`src/rtl/risc_v_32_if.sv`:
```
// RV32I instruction-fetch stage: PC register, single-outstanding imem handshake, small FIFO feeding decode.
// Optional macro IF_MISALIGN_TRAP_EN: a misaligned redirect halts fetching and raises fetch_misalign_o.
module risc_v_32_if #(
    parameter logic [31:0] RESET_PC  = 32'h0000_0000,
    parameter int unsigned BUF_DEPTH = 2
) (
    input  logic        clk,
    input  logic        rst_n,
    input  logic        redirect_i,
    input  logic [31:0] redirect_pc_i,
    output logic        imem_req,
    output logic [31:0] imem_addr,
    input  logic        imem_gnt,
    input  logic        imem_rvalid,
    input  logic [31:0] imem_rdata,
    output logic [31:0] inst_o,
    output logic [31:0] pc_o,
    output logic        valid_o,
    input  logic        ready_i,
    output logic        fetch_misalign_o
);
    localparam int AW = (BUF_DEPTH > 1) ? $clog2(BUF_DEPTH) : 1;

    logic [31:0]   pc;
    logic [31:0]   req_pc;
    logic          outstanding;
    logic          discard;
    logic          stop;
    logic [31:0]   fifo_pc   [BUF_DEPTH];
    logic [31:0]   fifo_inst [BUF_DEPTH];
    logic [AW-1:0] rd_ptr;
    logic [AW-1:0] wr_ptr;
    logic [AW:0]   count;
    logic [AW+1:0] occupancy;
    logic          empty;
    logic          full;
    logic          pop;
    logic          push;
    logic          fire;
    logic          space;
    logic [31:0]   target_pc;
    logic          target_misaligned;

`ifdef IF_MISALIGN_TRAP_EN
    assign target_pc         = redirect_pc_i;
    assign target_misaligned = (redirect_pc_i[1:0] != 2'b00);
`else
    logic unused_pc_lsbs;
    assign unused_pc_lsbs    = ^redirect_pc_i[1:0];
    assign target_pc         = {redirect_pc_i[31:2], 2'b00};
    assign target_misaligned = 1'b0;
`endif

    assign empty   = (count == '0);
    assign full    = (count == (AW+1)'(BUF_DEPTH));
    assign valid_o = ~empty & ~redirect_i;
    assign pop     = valid_o & ready_i;
    assign inst_o  = fifo_inst[rd_ptr];
    assign pc_o    = fifo_pc[rd_ptr];

    // An in-flight response already owns a FIFO slot, so count it before issuing another fetch.
    assign occupancy = {1'b0, count} - {{(AW+1){1'b0}}, pop} + {{(AW+1){1'b0}}, outstanding};
    assign space     = (occupancy < (AW+2)'(BUF_DEPTH));

    assign imem_req  = rst_n & ~redirect_i & ~stop & ~discard & (~outstanding | imem_rvalid) & space;
    assign imem_addr = pc;
    assign fire      = imem_req & imem_gnt;
    assign push      = imem_rvalid & outstanding & ~discard & ~redirect_i;

    assign fetch_misalign_o = stop;

    always_ff @(posedge clk) begin
        if (!rst_n) begin
            pc          <= RESET_PC;
            req_pc      <= RESET_PC;
            outstanding <= 1'b0;
            discard     <= (outstanding | discard) & ~imem_rvalid;
            stop        <= 1'b0;
            rd_ptr      <= '0;
            wr_ptr      <= '0;
            count       <= '0;
        end else if (redirect_i) begin
            pc          <= target_pc;
            outstanding <= outstanding & ~imem_rvalid;
            discard     <= (outstanding | discard) & ~imem_rvalid;
            stop        <= target_misaligned;
            rd_ptr      <= '0;
            wr_ptr      <= '0;
            count       <= '0;
        end else begin
            if (fire) begin
                pc     <= pc + 32'd4;
                req_pc <= pc;
            end
            if (fire) begin
                outstanding <= 1'b1;
            end else if (imem_rvalid) begin
                outstanding <= 1'b0;
            end
            if (imem_rvalid) begin
                discard <= 1'b0;
            end
            if (push) begin
                wr_ptr <= wr_ptr + AW'(1);
            end
            if (pop) begin
                rd_ptr <= rd_ptr + AW'(1);
            end
            count <= count + (AW+1)'(push) - (AW+1)'(pop);
        end
    end

    always_ff @(posedge clk) begin
        if (push) begin
            fifo_pc[wr_ptr]   <= req_pc;
            fifo_inst[wr_ptr] <= imem_rdata;
        end
    end

    // The space check makes an overflowing push impossible; flag it if it ever happens.
    always_ff @(posedge clk) begin
        if (rst_n && !redirect_i) begin
            assert (!(push && full && !pop));
        end
    end
endmodule
```
`config.mk`:
```
export PLATFORM = sky130hd
export DESIGN_NAME = risc_v_32_if
export DESIGN_NICKNAME = d
export VERILOG_FILES = /design/src/rtl/risc_v_32_if.sv
export SDC_FILE = /design/constraint.sdc
export NUM_CORES = 1
export LEC_CHECK = 0
export ABC_AREA = 0
export BUFFER_PORTS_ARGS = -buffer_cell sky130_fd_sc_hd__buf_2
export CAP_MARGIN = 30
export CORE_MARGIN = 2
export CORE_UTILIZATION = 54
export CTS_CLUSTER_DIAMETER = 150
export DETAILED_ROUTE_END_ITERATION = 7
export GPL_TIMING_DRIVEN = 1
export PLACE_DENSITY = 0.79
export SYNTH_ARGS = -nofsm -noshare
export SYNTH_HDL_FRONTEND = slang
export SYNTH_SLANG_ARGS = --single-unit
```
`constraint.sdc`:
```
create_clock -name clk -period 5.4 [get_ports clk]
set_input_delay 1.08 -clock clk [delete_from_list [all_inputs] [get_ports clk]]
set_output_delay 1.08 -clock clk [all_outputs]
set_load 0.01 [all_outputs]
```
* Word-level counts from Yosys, hierarchy flattened *
Memories as Yosys holds them, arrays and structs flattened. A register that Yosys moved wholly into a read port is not among the register bits.
Cells that the tools add are included.
W data, S select, Z words.

operators by class
  multiplexer cells = 13
  $lt $le $gt $ge = 1
  eq/ne operators = 1
  bitwise gates (word level) = 20
  reduce and logical (&&, ||, !) cells = 5
  add/subtract/negate cells = 7

operators by type and width
  kind                     count
  $mux W32                 2
  $add A32 B3 Y32 const B  1
  $and A1 B1 Y1            12
  $mux W1                  11
  $not A1 Y1               6
  $add A3 B1 Y3            1
  $lt A3 B2 Y1 const B     1
  $ne A3 B1 Y1 const B     1
  $reduce_bool A3 Y1       1
  $sub A2 B1 Y3            1
  $add A1 B1 Y1 const B    2
  $add A2 B1 Y2            1
  $logic_not A2 Y1         1
  $or A1 B1 Y1             2
  $reduce_and A2 Y1        1
  $reduce_bool A2 Y1       1
  $reduce_or A2 Y1         1
  $sub A2 B1 Y2            1

word-level totals
  bits in writable memories = 128
  register bits = 70
  input bits = 70
  word-level logic and storage cells = 57
  memories kept = 2
  output and inout bits = 99

memory list
  name       depth  bits a word  rd ports  clocked after Yosys merged registers in  wr ports  RTL line  text
  fifo_inst  2      32           1         1                                        1         30        logic [31:0] fifo_inst [BUF_DEPTH];
  fifo_pc    2      32           1         1                                        1         29        logic [31:0] fifo_pc [BUF_DEPTH];

* Longest topological paths before layout *
  depth in word-level cells = 11
  gate-level depth with buffers = 13
  depth with buffers taken out = 11

* Worst setup path before layout *
OpenSTA, ideal clock, no wires.

  kind = input-to-reg
  start point = input port redirect_i
  end point = memory fifo_inst[0][0] (enable)
  required time = 4.917 ns
  data arrival time = 4.287 ns
  slack = 0.630 ns
  stages = 5
  buffers on the path = 1
  library setup time = 0.483 ns
  cells stage by stage = clkbuf_1 > clkinv_1 > and4_1 > inv_1 > nor2_1

between the ends
  word-level cells in the longest chain between the ends = 4

ends and longest elaborated chain
  what                           RTL line  text
  start: declaration             9         input logic redirect_i,
  $not A1 Y1 (no line)           --
  $and A1 B1 Y1                  68        assign push = imem_rvalid & outstanding & ~discard & ~redirect_i;
  $mux W1                        114       if (push) begin
  $mux W1 (implied by the code)  116       fifo_inst[wr_ptr] <= imem_rdata;
  end: declaration               30

Every way passes these cells.

* Worst setup path after layout *
  start point = input port redirect_i
  end point = output port imem_req

between the ends
  word-level cells in the longest chain between the ends = 7
  elaborated cells on any way between the ends = 10
  those cells by class = add/sub (2); order compare (1); bitwise (7)

ends and longest elaborated chain
  what                  RTL line  text
  $not A1 Y1 (no line)  --
  $and A1 B1 Y1         56        assign valid_o = ~empty & ~redirect_i;
  $and A1 B1 Y1         57        assign pop = valid_o & ready_i;
  named net pop         37        logic pop;
  $sub A2 B1 Y3         62        assign occupancy = {1'b0, count} - {{(AW+1){1'b0}}, pop} + {{(AW+1){1'b0}}, outstanding};
  $add A3 B1 Y3         62
  $lt A3 B2 Y1          63        assign space = (occupancy < (AW+2)'(BUF_DEPTH));
  $and A1 B1 Y1         65        assign imem_req = rst_n & ~redirect_i & ~stop & ~discard & (~outstanding | imem_rvalid) & space;
  end: declaration      11        output logic imem_req,

The timed path passes the listed nets, and every way through them passes these cells.

==> parameters.txt <==
Parameter                              Value

Route
  Vias per cell    5.607
  Wire length per cell    17.16 µm
  Top layer used by detailed routing    met4
  Number of violations reported at the end of detailed-routing iteration 0    407
  DR DRC count    0
  DR pass1 iterations    5
  Met1 Wirelength    6869 µm
  Final wirelength    16,280 µm
  Met2 wire length    7862 µm
  Via count    5,321
  Post-detailed-route count of antenna-violating nets    0
  Met3 routed WL    1279 µm

Global route
  Number of antenna violations at the first check in global routing    0
  Pin count of the biggest net entering global routing    63
  Overall fraction of global-route tracks in use    21.69%
  Number of global-route vias before repair    5,124
  Remaining global-route overflow    0
  Global-route wire length before repair    25,050 µm

Synthesis
  Share of async-settable or async-resettable flops after synthesis    0%
  Warnings, synthesis    0
  Number of instances in the synthesized netlist    604
  Most frequently used flop master after synthesis    sky130_fd_sc_hd__edfxtp_1
  Number of enable-type register cells in the synthesized netlist    125
  Yosys reg bits    191
  Netlist cell types    58
  Synthesized area per cell    12.68 µm²
  Register area share after synthesis    66.24%
  Cell area after synthesis    7661 µm²

Clock tree
  Quantity of hold-fixing buffers added after cts    0
  Number of H-tree branching levels    4
  Maximum root-to-sink buffer count    2
  Source-to-sink clock delay at the later pin of the worst-skew pair    0.43 ns
  CTS tree    built
  CTS Buf Count    17
  Register clock-pin slew on the reported worst setup and hold paths    0.07 ns
  Number of sinks handled by clock tree synthesis    191
  Post-CTS Resized    0
  Root cell of the clock tree    sky130_fd_sc_hd__clkbuf_16
  Setup Fix Bufs, Post-CTS    0

Setup path
  Worst endpoint required time    4.32 ns
  Crit. End Element    output port
  Arrival time worst endpoint    3.16 ns
  CP Class    in2out
  Sort of element at the start of the critical path    primary input
  Crit Path Max Fanout    3

Finish
  Area overhead of the layout relative to synthesis    20.30%
  Most used cells in the layout excluding fill and tap cells    sky130_fd_sc_hd__buf_2, sky130_fd_sc_hd__edfxtp_1, sky130_fd_sc_hd__nand2_1, sky130_fd_sc_hd__mux2_2, sky130_fd_sc_hd__dfxtp_1
  Leading cell type in the layout, fill and taps excluded    sky130_fd_sc_hd__buf_2
  Fill cell total of the finished layout    1,056
  Net count, final    832
  Design area    9216 µm²
  Fraction of layout instances using a drive strength above 1    35.76%
  Number of antenna cells inserted    0

STA
  Number of slew-limit violations in the final report    0
  Actual transition at the worst max-transition pin    0.9653 ns
  Final hold viol count    0
  Worst max-slew margin expressed relative to the limit    35.55%
  Final-layout setup total negative slack    0 ns
  Highest attainable clock frequency    0.2358 GHz
  Share of the cycle needed by the critical path after routing    78.53%
  RSZ-0062 raised after global routing    no
  Post-route clock skew    0.01006 ns
  Setup Viol. Count Final    0
  Final Critical Period    4.241 ns

Floorplanning
  Floorplan Core Area    13,880 µm²
  Std cell rows    43
  Boundary pin count    169
  Vertical die dimension    123.1 µm
  Die Footprint    15,160 µm²
  Die Span X    123.1 µm
  Effective utilization at floorplan    55.19%

Hold path
  Classification of the worst-slack hold path    reg2reg

Placement
  HPWL reported at the end of detailed placement    10,780 µm
  RePlAce Congestion    0.8687
  Count of input and output buffers    161
  Placed standard-cell area    8610 µm²

Flow run
  Number of max-cap violations    0

Status
  Result of the run    completed

Power and ir drop
  P per Cell Area    326.1 nW/µm²
  Maximum VDD drop    0.2339 mV
  LEAKAGE    3.241 nW
## report_power, final
group	total [mW]	internal, mW	switching [mW]	leakage (nW)
logic	0.136	0.0558	0.0799	1.36
clock network	1.27	0.763	0.509	0.303
registers	1.60	1.57	0.0267	1.58
total	3.01	2.39	0.616	3.24
## routing by layer
metal	track usage, %	up-vias
met5	0	-
met4	7.955	0
met3	6.227	28
met2	34.94	237
met1	28.10	2529
li1	-	2527
## layout make-up
type	count	area, µm²	area share, %
Clock buffer	21	470.5	5.105
Tap cell	180	225.2	2.444
Clock inverter	10	136.4	1.480
Inverter	14	52.55	0.5702
Timing Repair Buffer	170	877.1	9.517
Multi-Input combinational cell	363	2379	25.81
Sequential cell	191	5076	55.08
## stage by stage
stage	total power, mW	std cells	hold slack (ns)	setup WS (ns)	utilization (%)
final	3.005	949	0.4515	1.159	66.40
after global routing	3.101	949	0.4699	1.005	66.40
after CTS	3.027	949	0.4559	1.160	66.40
after detailed placement	1.764	918	0.4404	0.9335	62.02
after global placement	1.755	917	0.4331	1.053	61.94
after floorplan	1.696	608	0.4254	0.6298	-
## cells in the mapped netlist, drive strengths merged (2+ instances only)
library cell	instances	area (µm²)
a21oi	52	260.3
a22oi	2	15.01
a31o	2	17.52
a31oi	9	56.30
a32oi	3	26.28
and2	6	37.54
and3	6	37.54
and4	4	35.03
buf	10	65.06
clkbuf	30	113.9
dfxtp	66	1321
edfxtp	125	3754
ha	4	50.05
inv	13	48.79
mux2	66	743.2
nand2	89	334.1
nand2b	5	31.28
nand3	9	45.04
nand4	12	81.33
nor2	20	75.07
nor3	10	50.05
nor3b	2	15.01
nor4	6	37.54
o211a	2	20.02
o21a	3	22.52
o21ai	12	60.06
o311a	2	20.02
o311ai	2	17.52
o31ai	3	22.52
or4	6	48.80
xnor2	4	35.03
## flip-flops by register name, summed over array words and instances (netlist names), named ones only
name         cells
count            2
req_pc          30
rd_ptr           1
outstanding      1
wr_ptr           1
discard          1
fifo_inst       64
imem_addr       30
fifo_pc         60
## final timing paths
kind,end,cells past startpoint,slack [ns],start
setup / recovery,imem_req,9,1.16,redirect_i
hold / removal,fifo_pc[0][5],0,0.45,req_pc[5]
hold reg to reg,fifo_pc[0][5],0,0.45,req_pc[5]
setup reg to reg,imem_addr[30],11,1.59,count[1]
## cell families after synthesis
logic type	share of synthesized area [%]
flip-flops	66.24
AND/OR/NAND/NOR	11.20
AO/OA/AOI/OAI	8.166
multiplexers	9.832
buffers and inverters	3.021
adder cells (fa/ha/maj)	0.9146
XOR/XNOR	0.5716
other	0.04895
## critical path: stages
cell and delay [ns]:
sky130_fd_sc_hd__buf_2 0.11, sky130_fd_sc_hd__nor2_1 0.12, sky130_fd_sc_hd__and2_1 0.23, sky130_fd_sc_hd__ha_1 0.26
sky130_fd_sc_hd__nand2b_1 0.16, sky130_fd_sc_hd__fa_1 0.47, sky130_fd_sc_hd__nor4bb_1 0.39, sky130_fd_sc_hd__and3_1 0.22
sky130_fd_sc_hd__buf_2 0.13
Power figures use the tool's default switching activity.
